$ cat src/rtl/sme_pkg.sv
// Shared constants, widths and FSM state type for the string-match engine.
package sme_pkg;

  localparam int STR_IW = 6;
  localparam int PAT_IW = 4;

  localparam logic [7:0] CH_CARET  = 8'h5E;
  localparam logic [7:0] CH_DOLLAR = 8'h24;
  localparam logic [7:0] CH_DOT    = 8'h2E;
  localparam logic [7:0] CH_SPACE  = 8'h20;

  typedef enum logic [1:0] {
    ST_IDLE,
    ST_CMP,
    ST_ENDCHK,
    ST_DONE
  } sme_state_e;

endpackage

$ cat src/rtl/sme_char_cmp.sv
// Single-character compare: '.' wildcard plus the word-start qualifier for '^'.
module sme_char_cmp
  import sme_pkg::*;
(
  input  logic [7:0] s_ch,
  input  logic [7:0] p_ch,
  input  logic [7:0] prev_ch,
  input  logic       chk_bound,
  input  logic       at_start,
  output logic       hit
);

  assign hit = (p_ch == CH_DOT || s_ch == p_ch) &&
               (!chk_bound || at_start || prev_ch == CH_SPACE);

endmodule

$ cat src/rtl/sme_match_engine.sv
// Buffers string/pattern characters and scans for the first match after each pattern.
// Optional SME_EARLY_EXIT_EN stops the scan once the remaining string is shorter than the body.
module sme_match_engine
  import sme_pkg::*;
#(
  parameter int STR_DEPTH = 32,
  parameter int PAT_DEPTH = 8
) (
  input  logic              clk,
  input  logic              rst,
  input  logic [7:0]        chardata,
  input  logic              isstr,
  input  logic              ispat,
  input  logic [STR_IW-1:0] str_cnt,
  input  logic [PAT_IW-1:0] pat_cnt,
  output logic              valid,
  output logic              match,
  output logic [4:0]        match_index
);

  logic [7:0] sbuf_q [STR_DEPTH];
  logic [7:0] pbuf_q [PAT_DEPTH];

  sme_state_e        state_q, state_d;
  logic [STR_IW-1:0] slen_q, slen_d, s_q, s_d;
  logic [PAT_IW-1:0] plen_q, plen_d, j_q, j_d;
  logic              ispat_dly_q, ispat_dly_d;
  logic              match_q, match_d;
  logic [4:0]        idx_q, idx_d;

  logic [STR_IW-1:0] str_wr;
  logic              pat_we;

  assign str_wr = str_cnt - 6'd1;
  assign pat_we = ispat && !isstr && !pat_cnt[3];

  // Buffers hold data across reset; slen/plen decide what is ever read.
  always_ff @(posedge clk) begin
    if (isstr && !str_wr[5]) sbuf_q[str_wr[4:0]] <= chardata;
    if (pat_we) pbuf_q[pat_cnt[2:0]] <= chardata;
  end

  logic       anch_s, anch_e;
  logic [2:0] last_idx, body_idx;
  logic [3:0] elen;

  assign last_idx = plen_q[2:0] - 3'd1;
  assign anch_s   = (plen_q != 4'd0) && (pbuf_q[0] == CH_CARET);
  assign anch_e   = (plen_q != 4'd0) && (pbuf_q[last_idx] == CH_DOLLAR);
  assign elen     = plen_q - {3'd0, anch_s} - {3'd0, anch_e};
  assign body_idx = j_q[2:0] + {2'd0, anch_s};

  logic [6:0] pos, end_pos;
  logic [4:0] s_m1;
  logic       pos_ok, cmp_hit, hit, end_ok;

  assign pos     = {1'b0, s_q} + {3'd0, j_q};
  assign end_pos = {1'b0, s_q} + {3'd0, elen};
  assign s_m1    = s_q[4:0] - 5'd1;
  assign pos_ok  = pos < {1'b0, slen_q};

  sme_char_cmp u_cmp (
    .s_ch      (sbuf_q[pos[4:0]]),
    .p_ch      (pbuf_q[body_idx]),
    .prev_ch   (sbuf_q[s_m1]),
    .chk_bound (anch_s && (j_q == 4'd0)),
    .at_start  (s_q == 6'd0),
    .hit       (cmp_hit)
  );

  assign hit    = pos_ok && cmp_hit;
  assign end_ok = !anch_e || (end_pos == {1'b0, slen_q}) ||
                  ((end_pos < {1'b0, slen_q}) && (sbuf_q[end_pos[4:0]] == CH_SPACE));

  always_comb begin
    state_d     = state_q;
    s_d         = s_q;
    j_d         = j_q;
    match_d     = match_q;
    idx_d       = idx_q;
    ispat_dly_d = ispat;
    slen_d      = isstr ? str_cnt : slen_q;
    plen_d      = pat_we ? pat_cnt + 4'd1 : plen_q;

    case (state_q)
      ST_IDLE: begin
        if (ispat_dly_q && !ispat) begin
          s_d = '0;
          j_d = '0;
          if (elen == 4'd0) begin
            state_d = ST_DONE;
            match_d = 1'b0;
            idx_d   = '0;
          end else begin
            state_d = ST_CMP;
          end
        end
      end
      ST_CMP: begin
        if (isstr || ispat) begin
          state_d = ST_IDLE;
        end else if (s_q >= slen_q) begin
          state_d = ST_DONE;
          match_d = 1'b0;
          idx_d   = '0;
`ifdef SME_EARLY_EXIT_EN
        end else if ((j_q == 4'd0) && ((slen_q - s_q) < {2'd0, elen})) begin
          state_d = ST_DONE;
          match_d = 1'b0;
          idx_d   = '0;
`endif
        end else if (hit) begin
          if (j_q == elen - 4'd1) state_d = ST_ENDCHK;
          else j_d = j_q + 4'd1;
        end else begin
          s_d = s_q + 6'd1;
          j_d = '0;
        end
      end
      ST_ENDCHK: begin
        if (isstr || ispat) begin
          state_d = ST_IDLE;
        end else if (end_ok) begin
          state_d = ST_DONE;
          match_d = 1'b1;
          idx_d   = s_q[4:0];
        end else begin
          state_d = ST_CMP;
          s_d     = s_q + 6'd1;
          j_d     = '0;
        end
      end
      default: state_d = ST_IDLE;
    endcase
  end

  always_ff @(posedge clk or posedge rst) begin
    if (rst) begin
      state_q     <= ST_IDLE;
      s_q         <= '0;
      j_q         <= '0;
      slen_q      <= '0;
      plen_q      <= '0;
      ispat_dly_q <= 1'b0;
      match_q     <= 1'b0;
      idx_q       <= '0;
    end else begin
      state_q     <= state_d;
      s_q         <= s_d;
      j_q         <= j_d;
      slen_q      <= slen_d;
      plen_q      <= plen_d;
      ispat_dly_q <= ispat_dly_d;
      match_q     <= match_d;
      idx_q       <= idx_d;
    end
  end

  assign valid       = (state_q == ST_DONE);
  assign match       = match_q;
  assign match_index = idx_q;

endmodule

$ cat config.mk
export PLATFORM = sky130hd
export DESIGN_NAME = sme_match_engine
export DESIGN_NICKNAME = d
export VERILOG_FILES = /design/src/rtl/sme_pkg.sv /design/src/rtl/sme_char_cmp.sv /design/src/rtl/sme_match_engine.sv
export SDC_FILE = /design/constraint.sdc
export NUM_CORES = 1
export LEC_CHECK = 0
export CAP_MARGIN = 5
export CELL_PAD_IN_SITES_DETAIL_PLACEMENT = 0
export CELL_PAD_IN_SITES_GLOBAL_PLACEMENT = 1
export CORE_MARGIN = 10
export CORE_UTILIZATION = 53
export CTS_CLUSTER_DIAMETER = 80
export DETAILED_ROUTE_END_ITERATION = 6
export PLACE_DENSITY = 0.9
export RECOVER_POWER = 100
export SYNTH_ARGS = -nofsm -noshare
export SYNTH_HDL_FRONTEND = slang
export SYNTH_SLANG_ARGS = --single-unit
$ cat constraint.sdc
create_clock -name clk -period 7.4 [get_ports clk]
set_input_delay 1.48 -clock clk [delete_from_list [all_inputs] [get_ports clk]]
set_output_delay 1.48 -clock clk [all_outputs]
set_load 0.01 [all_outputs]
==> results of run 1 <==
==> through the flow <==
| stage | instances | hold slack, ns | util (%) | total power [W] | instance area, µm² |
|---|---|---|---|---|---|
| after detailed placement | 1793 | 0.465 | 56.0 | 0.00471 | 18900 |
| after global placement | 1793 | 0.458 | 56.0 | 0.00466 | 18900 |
| after CTS | 1856 | 0.477 | 59.4 | 0.00648 | 20000 |
| final | 1856 | 0.468 | 59.3 | 0.00651 | 20000 |
| after floorplan | 1375 | 0.518 | - | 0.00409 | 18200 |
| after global routing | 1856 | 0.484 | 59.3 | 0.00679 | 20000 |
==> final cells by class <==
cell class | count | area (µm²) | area share, %
flip-flops and latches | 349 | 10300 | 51.7
multi-input cells | 908 | 7380 | 36.9
clock buffers | 45 | 987 | 4.94
well taps | 448 | 561 | 2.80
repair buffers | 49 | 413 | 2.07
clock inverters | 18 | 169 | 0.845
inverters | 39 | 146 | 0.732
==> worst max-delay path: stages, from the launching register on <==
cell and delay, ns:
dfrtp_1 0.57, inv_1 0.12, ha_1 0.40, a311o_1 0.39, nand2_1 0.10, a21oi_1 0.07, mux2i_1 0.20, fa_1 0.47
ha_1 0.31, xnor2_1 0.23, inv_1 0.11, ha_1 0.24, fa_1 0.47, xnor2_2 0.45, inv_1 0.26, mux4_2 0.40
o311ai_1 0.09, a2111oi_0 0.48, o2111ai_1 0.21, a31oi_1 0.36, a211o_1 0.31, inv_1 0.14, and2_4 0.18, a31o_1 0.19
==> state kept, by name, summed over array words and instances, names as in the netlist <==
| register | count |
|---|---|
| j_q | 4 |
| match | 1 |
| match_index | 5 |
| sbuf_q | 256 |
| pbuf_q | 64 |
| state_q | 2 |
| plen_q | 4 |
| s_q | 6 |
| ispat_dly_q | 1 |
| slen_q | 6 |
==> cell usage after synthesis (37+ instances only) <==
| cell type | n |
|---|---|
| mux2i_1 | 67 |
| clkbuf_1 | 47 |
| edfxtp_1 | 320 |
| o21ai_0 | 41 |
| nand2_1 | 37 |
| nor3b_1 | 78 |
| mux4_2 | 57 |
| nor3_1 | 71 |
| ha_1 | 43 |
| nor2_1 | 86 |
| a21oi_1 | 42 |
==> metal layers <==
layer	up-vias	GRT usage, %
li1	5491	-
met1	6167	31.4
met2	634	35.0
met3	131	4.36
met4	0	10.1
met5	-	0
==> cell families (layout without fill, tap and decap cells) <==
| logic type | count (synthesis) | in the layout | share of synthesized area [%] |
|---|---|---|---|
| AO/OA/AOI/OAI | 189 | 189 | 6.92 |
| XOR/XNOR | 18 | 18 | 1.01 |
| adder cells (fa/ha/maj) | 46 | 46 | 3.28 |
| buffers and inverters | 118 | 151 | 2.94 |
| flip-flops | 349 | 349 | 56.7 |
| multiplexers | 154 | 154 | 12.7 |
| AND/OR/NAND/NOR | 501 | 501 | 16.5 |
==> worst max-delay path by stage <==
| stage | from | end | slack, ns | cells past startpoint |
|---|---|---|---|---|
| finish | plen_q[0] | s_q[3] | 0.54 | 23 |
| floorplan | plen_q[0] | j_q[3] | 1.31 | 24 |
| global route | plen_q[0] | s_q[4] | 0.08 | 25 |
| global placement | plen_q[0] | s_q[3] | 0.80 | 23 |
| detailed placement | plen_q[0] | s_q[4] | 0.64 | 23 |
| CTS | plen_q[0] | s_q[4] | 0.61 | 23 |
==> power groups by stage <==
stage	Clock, W	Sequential (W)	Combinational, W
2_1_floorplan	0	0.00226	0.00182
3_3_place_gp	0	0.00229	0.00237
3_5_place_dp	0	0.00229	0.00242
4_1_cts	0.00180	0.00225	0.00244
5_1_grt	0.00187	0.00226	0.00266
6_report	0.00178	0.00225	0.00247
==> results.yml, run 1 <==
outcome:
  outcome: "finished, violations left"
  failed_checks: "max-capacitance violations, max-slew violations"
min_path:
  hold_path_depth: 1
  hold_path.class: "flop to flop"
  holdPathEnd: "match"
  min_from: "match"
pwr:
  irDropWorstVdd_mv: 0.240
  comb_power_share_pct: 38.0
  clockPowerShare_pct: 27.4
  leakage_nw: 6.75
  p_per_area_nw_per_um2: 326
  p_seq_share_pct: 34.6
  internal-power_w: 0.00422
  netSwitchingFraction_pct: 35.2
  p_sw_w: 0.00229
sta:
  rsz0062_at_grt: "false"
  finalSetupTns_ns: 0
  fin_skew_ns: 0.0153
  worst_slew_pin_slew_ns: 2.35
  fmaxAchievable_ghz: 0.146
  fin_crit_ns: 6.86
  setup_viol: 0
  slew_headroom_pct: -56.8
  min_period_over_period_pct: 92.6
  maxSlewViolCount: 328
  fin_ws_ns: 0.545
  hold_violations: 0
floorplanning:
  initial_core_util_pct: 54.1
  dieArea_um2: 42200
  chipWidth_um: 205
  core-area_um2: 33700
  ios: 29
  die_y_um: 205
  num_rows: 67
grt:
  grt_antenna_before_repair: 2
  track_usage_pct: 22.9
  grt_max_degree: 86
  grt_pass1_vias: 12200
  grt_pass1_wl_mm: 73.9
  grt-ovfl-total: 0
yosys:
  synth_flop_cell: "edfxtp_1"
  synthCells: 1375
  yosysTopAreaCell: "edfxtp_1"
  ys_types: 79
  synth_top_area_share_pct: 52.7
  async_flop_share_pct: 8.31
  ys_ff_latch: 349
  yosysWarnings: 0
  syn-num-nets: 1443
  syn-cell-area_um2: 18200
  yosysSeqAreaShare_pct: 56.7
  avgSynthCellArea_um2: 13.3
  synth_area_leaders: "edfxtp_1 53%, mux4_2 7.0%, dfrtp_1 4.0%"
  synth-edff-count: 320
critical_path:
  worstReg2RegStart: "plen_q[0]"
  cp.required_ns: 7.81
  critPathMaxFanout: 10
  startpoint_type: "flop"
  rr_endpoint: "s_q[3]"
  r2r_setup_slack_ns: 0.54
  critPathKind: "flop to flop"
  arrival_ns: 7.27
  end_kind: "flop"
  rr_worst_depth: 23
cells_and_area:
  layout_commonest_cell: "edfxtp_1"
  final_cell_mix: "320 x edfxtp_1, 86 x nor2_1, 78 x nor3b_1, 71 x nor3_1, 67 x mux2i_1"
  antenna_cells: 0
  fill_cells: 2631
  drive_gt1_share_pct: 11.6
  finalNetCount: 1452
  syn_to_final_growth_pct: 9.63
placement:
  io_buffers: 28
  dp_hpwl_mm: 34.0
  gp_congestion: 0.967
  pre_cts_slack_ns: 0.638
clocking:
  cts.root.buffer_cell: "clkbuf_16"
  cts_tree: "built"
  clk_latency_ns: 0.52
  clock-sinks: 349
  h-tree-depth: 2
  postCtsSetupBuffers: 0
  postCtsHoldBufs: 0
  cts_resized: 0
  clockBufferDepth: 3
  clk_pin_slew_ns: 0.06
  cts-buffers-inserted: 37
drt:
  highest_layer: "met4"
  wire_per_inst_um: 26.2
  route.antenna.remaining_nets: 0
  totalWireLength_mm: 48.6
  drt-initial-drc-count: 1668
  met1Wirelength_mm: 20.1
  routed_via_density: 6.69
  firstDrtPassIters: 6
  dr_wl_met2_mm: 21.9
  met3WireLength_mm: 4.37
  dr_total_vias: 12400
  route.detailed.drc: 0
job:
  cap_violations: 8
Note: power is estimated with default switching activity, not from simulation.
==> run 2: changes to the inputs <==
- clock period: 7.4 -> 7.1 ns (I/O delays scaled with it)
==> run 2 against run 1 <==
- the run still ends with max-capacitance violations, max-slew violations left
- flip-flop and latch count stayed put
- clock skew up 0.00095 ns
- non-clock buffer count up 7
- register-to-register slack lost 0.06 ns
- routed wire length up 1.6%
- setup slack worse by 0.061 ns
- core utilization increased by 0.21 points
- combinational power increased by 8.9%
- largest cell class unchanged
==> results.yml, run 2 (synthesis gave the netlist of run 1 again) <==
sta:
  maxSlewViolCount: 358
  fin_skew_ns: 0.0163
  fin_crit_ns: 6.62
  finalSetupTns_ns: 0
  min_period_over_period_pct: 93.2
  hold_violations: 0
  slew_headroom_pct: -67.6
  setup_viol: 0
  fmaxAchievable_ghz: 0.151
  hold_ws_ns: 0.469
  rsz0062_at_grt: "false"
  worst_slew_pin_slew_ns: 2.51
critical_path:
  max_stage_delay_ns: 0.65
  rr_endpoint: "s_q[4]"
  startpoint_type: "flop"
  cp.required_ns: 7.53
  cp_cell_sequence: "inv_1, ha_1, a311o_1, nand2_1, o21ai_0, mux2i_1, fa_1, ha_1, xnor2_1, inv_1, ha_1, fa_1, buf_4, o21ai_0, mux4_2, nor4_1, o2111ai_1, a31oi_1, a211o_1, inv_1, and2_4, a31o_1"
  cp_num_buf_inv: 4
  cp.depth: 22
  end_kind: "flop"
  worstReg2RegStart: "plen_q[0]"
  critPathKind: "flop to flop"
  arrival_ns: 7.05
  rr_worst_depth: 22
  cp-endpoint: "s_q[4]"
  critPathSlowestCell: "fa_1"
  crit_family: "adder cells"
  critPathLaunch: "plen_q[0]"
  r2r_setup_slack_ns: 0.48
  critPathMaxFanout: 26
cells_and_area:
  layout_commonest_cell: "edfxtp_1"
  syn_to_final_growth_pct: 10.0
  final_cell_mix: "320 x edfxtp_1, 86 x nor2_1, 78 x nor3b_1, 71 x nor3_1, 67 x mux2i_1"
  antenna_cells: 0
  largest_reg_flops: 256
  finalNetCount: 1460
  drive_gt1_share_pct: 12.6
grt:
  grt_pass1_vias: 12200
  grt-ovfl-total: 0
  track_usage_pct: 23.2
  grt_max_degree: 74
  grt_pass1_wl_mm: 74.6
  grt_antenna_before_repair: 0
drt:
  route.antenna.remaining_nets: 0
  drt-initial-drc-count: 1587
  routed_via_density: 6.77
  wire_per_inst_um: 26.4
  firstDrtPassIters: 5
  totalWireLength_mm: 49.4
  dr_total_vias: 12700
  route.detailed.drc: 0
clocking:
  clock-sinks: 349
  h-tree-depth: 2
  cts.root.buffer_cell: "clkbuf_16"
  clockBufferDepth: 3
  clk_pin_slew_ns: 0.06
  cts-buffers-inserted: 38
  clk_latency_ns: 0.55
  postCtsHoldBufs: 0
  cts_tree: "built"
pwr:
  netSwitchingFraction_pct: 36.5
  irDropWorstVdd_mv: 0.212
  internal-power_w: 0.00439
  p_seq_share_pct: 33.8
  clockPowerShare_pct: 27.2
  comb_power_share_pct: 38.9
  p_sw_w: 0.00253
  leakage_nw: 6.80
  p_per_area_nw_per_um2: 345
floorplanning:
  num_rows: 67
  initial_core_util_pct: 54.1
  die_y_um: 205
  chipWidth_um: 205
  ios: 29
  core-area_um2: 33700
  dieArea_um2: 42200
placement:
  gp_congestion: 0.972
  dp_hpwl_mm: 34.0
  io_buffers: 28
job:
  cap_violations: 9
outcome:
  failed_checks: "max-capacitance violations, max-slew violations"
  outcome: "finished, violations left"
min_path:
  hold_path.class: "flop to flop"
==> run 2: cell types whose count changed in the layout (fill, tap and decap cells not counted), sizes merged <==
cell	previous run	this run
buf	11	15
inv	39	40
clkinvlp	0	2
bufinv	3	2
clkinv	15	22
==> run 2: how the worst min path moves through the flow <==
stage | from | endpoint | cells after the start
after detailed placement | match | match | 1
final | match | match | 1
after global placement | match | match | 1
after CTS | match | match | 1
after floorplan | match | match | 1
after global routing | match | match | 1
==> run 2: power groups by stage <==
stage / Sequential [W] / Combinational (W) / Clock (W)
after floorplan: 0.00236 / 0.00190 / 0
after global placement: 0.00238 / 0.00258 / 0
after detailed placement: 0.00238 / 0.00261 / 0
after CTS: 0.00233 / 0.00263 / 0.00189
after global routing: 0.00234 / 0.00286 / 0.00198
final: 0.00234 / 0.00269 / 0.00188
==> run 2: timing repair <==
action                                  4_1_cts  5_1_grt
resized for setup                             0        2
setup buffers                                 0        0
endpoints found under the setup margin        0        5
hold endpoints to repair                      0        0
==> run 2: final cells by class <==
cell class	instances	area [µm²]
repair buffers	56	455
fillers	2590	13600
clock buffers	42	966
inverters	39	146
multi-input cells	908	7390
clock inverters	27	205
well taps	448	561
flip-flops and latches	349	10300
==> run 2: metal layers <==
metal	wire, µm	track usage [%]	vias up
met5	0	0	-
met4	1910	9.43	0
met3	4670	4.14	103
met2	22500	35.8	693
met1	20300	32.0	6352
li1	-	-	5513
==> run 2: worst reg2reg max path, cell delays in order, from the launching register on <==
cell	delay, ns
dfrtp_1	0.44
inv_1	0.10
ha_1	0.39
a311o_1	0.39
nand2_1	0.10
o21ai_0	0.08
mux2i_1	0.18
fa_1	0.47
ha_1	0.30
xnor2_1	0.27
inv_1	0.13
ha_1	0.23
fa_1	0.65
buf_4	0.33
o21ai_0	0.17
mux4_2	0.51
nor4_1	0.39
o2111ai_1	0.22
a31oi_1	0.35
a211o_1	0.30
inv_1	0.13
and2_4	0.17
a31o_1	0.20
==> run 2: through the flow <==
stage	instances	util (%)	area [µm²]	power (W)	worst slack, ns
after global placement	1800	56.2	18900	0.00495	0.831
after detailed placement	1800	56.2	18900	0.00499	0.582
after CTS	1869	59.6	20100	0.00686	0.565
final	1869	59.5	20100	0.00691	0.484
after floorplan	1375	-	18200	0.00426	1.01
after global routing	1869	59.5	20100	0.00718	0.0279
==> RTL change, RTL diff (flow settings as in run 1) <==
The parameter `STR_DEPTH` goes from 32 to 64.
--- a/src/rtl/sme_match_engine.sv
+++ b/src/rtl/sme_match_engine.sv
@@ -3,7 +3,7 @@
 module sme_match_engine
   import sme_pkg::*;
 #(
-  parameter int STR_DEPTH = 32,
+  parameter int STR_DEPTH = 64,
   parameter int PAT_DEPTH = 8
 ) (
   input  logic              clk,
Check against the original RTL: same outputs for any inputs over 4 cycles, from zero or initial values and one cycle with rst high; that may be too few to reach the edited logic, so the function may still have changed.
==> RTL change against run 1 <==
- power fell by 4.4%
- sequential power rose by 2%
- final cell count fell by 13%
- synthesized area fell by 6.2%
- hold slack improved by 26 ps
- sequential cell count did not move
- wire length fell by 12%
- design area fell by 5.4%
- worst setup slack improved by 92 ps
- the flow still finishes with violations (capacitance limit, slew limit)
==> RTL change: results (changes against run 1) <==
GRT
  – Gr usage total: 0.219 (-0.0106)
  – Initial antenna violation count: 1 (-1)
  – First-pass GRT wire length: 65.9 mm (-11%)
  – Vias in the first global route: 10,900 (-11%)
  – Pin count of the biggest net entering global routing: 45 (-48%)

STA
  – Max-slew violations: 358 (+9.1%)
  – Clock Skew: 22.7 ps (+7.39 ps)
  – Fin crit share: 0.914 (-0.0125)
  – Least-Margin Pin Slew: 2250 ps (-98.2 ps)

Cells and area
  – Total Nets Final: 1,254 (-14%)
  – Largest register FFs: 256 (unchanged)
  – Fillers: 2,382 (-9.5%)
  – Share of cells above drive strength 1: 0.145 (+0.0286)
  – Ant diodes: 0 (unchanged)

Run status
  – Failing checks: capacitance limit, slew limit
  – Status: finished, violations left

Detailed routing
  – DR WL/cell: 26.6 µm (+1.5%)
  – DR pass1 iterations: 5 (-1)
  – Via/cell ratio: 6.77 (+1.2%)
  – DR iter-0 viols: 1,440 (-14%)

Clocking
  – Setup Fix Bufs, Post-CTS: 0 (unchanged)
  – Clk root buf: clkbuf_16
  – CTS Buf Count: 37 (unchanged)
  – CTS Buffer Depth: 3 (unchanged)
  – Clk Latency, worst-skew pair: 540 ps (+20 ps)
  – H-tree depth: 2 (unchanged)
  – Clock slew at reported path FFs: 70 ps
  – CTS resizes: 0 (unchanged)

Placement
  – Detailed placer's ending HPWL: 29.8 mm (-12%)
  – Place WS: 737 ps (+98.7 ps)
  – Port Buffers: 28 (unchanged)
  – GPL Wtd Cong: 0.968 (about the same)

Power
  – Switching Fraction: 0.340 (-0.0116)
  – VDD IR-drop max: 0.199 mV (-17%)
  – P_leak: 6.17 nW (-8.6%)

Yosys
  – Most used flip-flop cell after synthesis: edfxtp_1
  – Most frequent cells after synthesis: 320 x edfxtp_1, 89 x mux4_2, 68 x nand2_1, 67 x nor2_1, 43 x ha_1
  – Post-synth cell types: 80 (+1.3%)
  – Post-synthesis sequential area ratio: 0.604 (+0.0374)
  – EDFF count, synth: 320 (unchanged)
  – Syn Nets: 1,223 (-15%)
  – Ys Warns: 0 (unchanged)
  – Async SR Flop Fraction: 0.0831 (unchanged)
  – Largest cells by area after synthesis: edfxtp_1 56%, mux4_2 12%, dfrtp_1 4.2%

Floorplanning
  – Die width: 200 µm (-2.8%)

Worst setup path
  – Worst path slowest cell: fa_1
  – Worst EP arrival: 7160 ps (-110 ps)
  – Slowest stage delay, CP: 1160 ps (+590 ps)
  – Highest net fanout along the worst path: 24 (+14)

Hold path
  – Type of the most critical hold path: register to register

Job
  – Max-capacitance violation count: 9 (+1)
[RTL change: worst max-delay path: cells and delay by family, from the launching register on]
kind | cells | cell delay [ps]
AO/OA/AOI/OAI | 9 | 2530
flip-flops | 1 | 490
adder cells (fa/ha/maj) | 5 | 2540
buffers and inverters | 3 | 380
XOR/XNOR | 1 | 220
multiplexers | 1 | 410
[RTL change: routing by layer]
metal  GRT usage  part of all wire
met5           0                 0
met3      0.0384             0.088
met4      0.0766             0.032
met2       0.338              0.46
met1       0.307              0.42
[RTL change: cell type report]
| cell class | count | area, µm² | share of cell area |
|---|---|---|---|
| tap | 402 | 503 | 0.0266 |
| multi-input combinational | 708 | 6380 | 0.338 |
| timing repair buffer | 49 | 389 | 0.0206 |
| sequential | 349 | 10300 | 0.547 |
| inverter | 41 | 156 | 0.00827 |
| clock buffer | 45 | 956 | 0.0506 |
| clock inverter | 21 | 183 | 0.00966 |
[RTL change: cells by family after synthesis]
kind of cell / synth area share
flip-flops: 0.604
adder cells (fa/ha/maj): 0.0350
XOR/XNOR: 0.0168
AO/OA/AOI/OAI: 0.0715
multiplexers: 0.130
buffers and inverters: 0.0247
AND/OR/NAND/NOR: 0.117
[RTL change: final timing paths]
path                                            start                     to  slack (ps)  depth (start not counted)
min in group asynchronous                         rst  plen_q[1]$_DFFE_PP0P_        2010                          3
max in group asynchronous                         rst  ispat_dly_q$_DFF_PP0_        4370                          3
worst min-delay path                match$_DFFE_PP0P_      match$_DFFE_PP0P_         490                          1
worst max-delay path            plen_q[0]$_DFFE_PP0P_     s_q[3]$_DFFE_PP0P_         640                         19
worst max register to register  plen_q[0]$_DFFE_PP0P_     s_q[3]$_DFFE_PP0P_         640                         19
worst min register to register      match$_DFFE_PP0P_      match$_DFFE_PP0P_         490                          1
[RTL change: metrics by stage]
step,hold slack [ps],total power (W),cell area (µm²),instances,utilization
after detailed placement,489,0.00449,17800,1549,0.562
after global routing,532,0.00650,18900,1615,0.596
after floorplan,518,0.00395,17100,1155,-
after CTS,503,0.00623,19000,1615,0.598
after global placement,477,0.00445,17800,1549,0.562
final,494,0.00623,18900,1615,0.596
[RTL change: power groups by stage]
stage          sequential [W]  combinational (W)  clock [W]
2_1_floorplan         0.00229            0.00166          0
3_3_place_gp          0.00233            0.00212          0
3_5_place_dp          0.00234            0.00215          0
4_1_cts               0.00229            0.00216    0.00177
5_1_grt               0.00231            0.00235    0.00184
6_report              0.00230            0.00219    0.00174
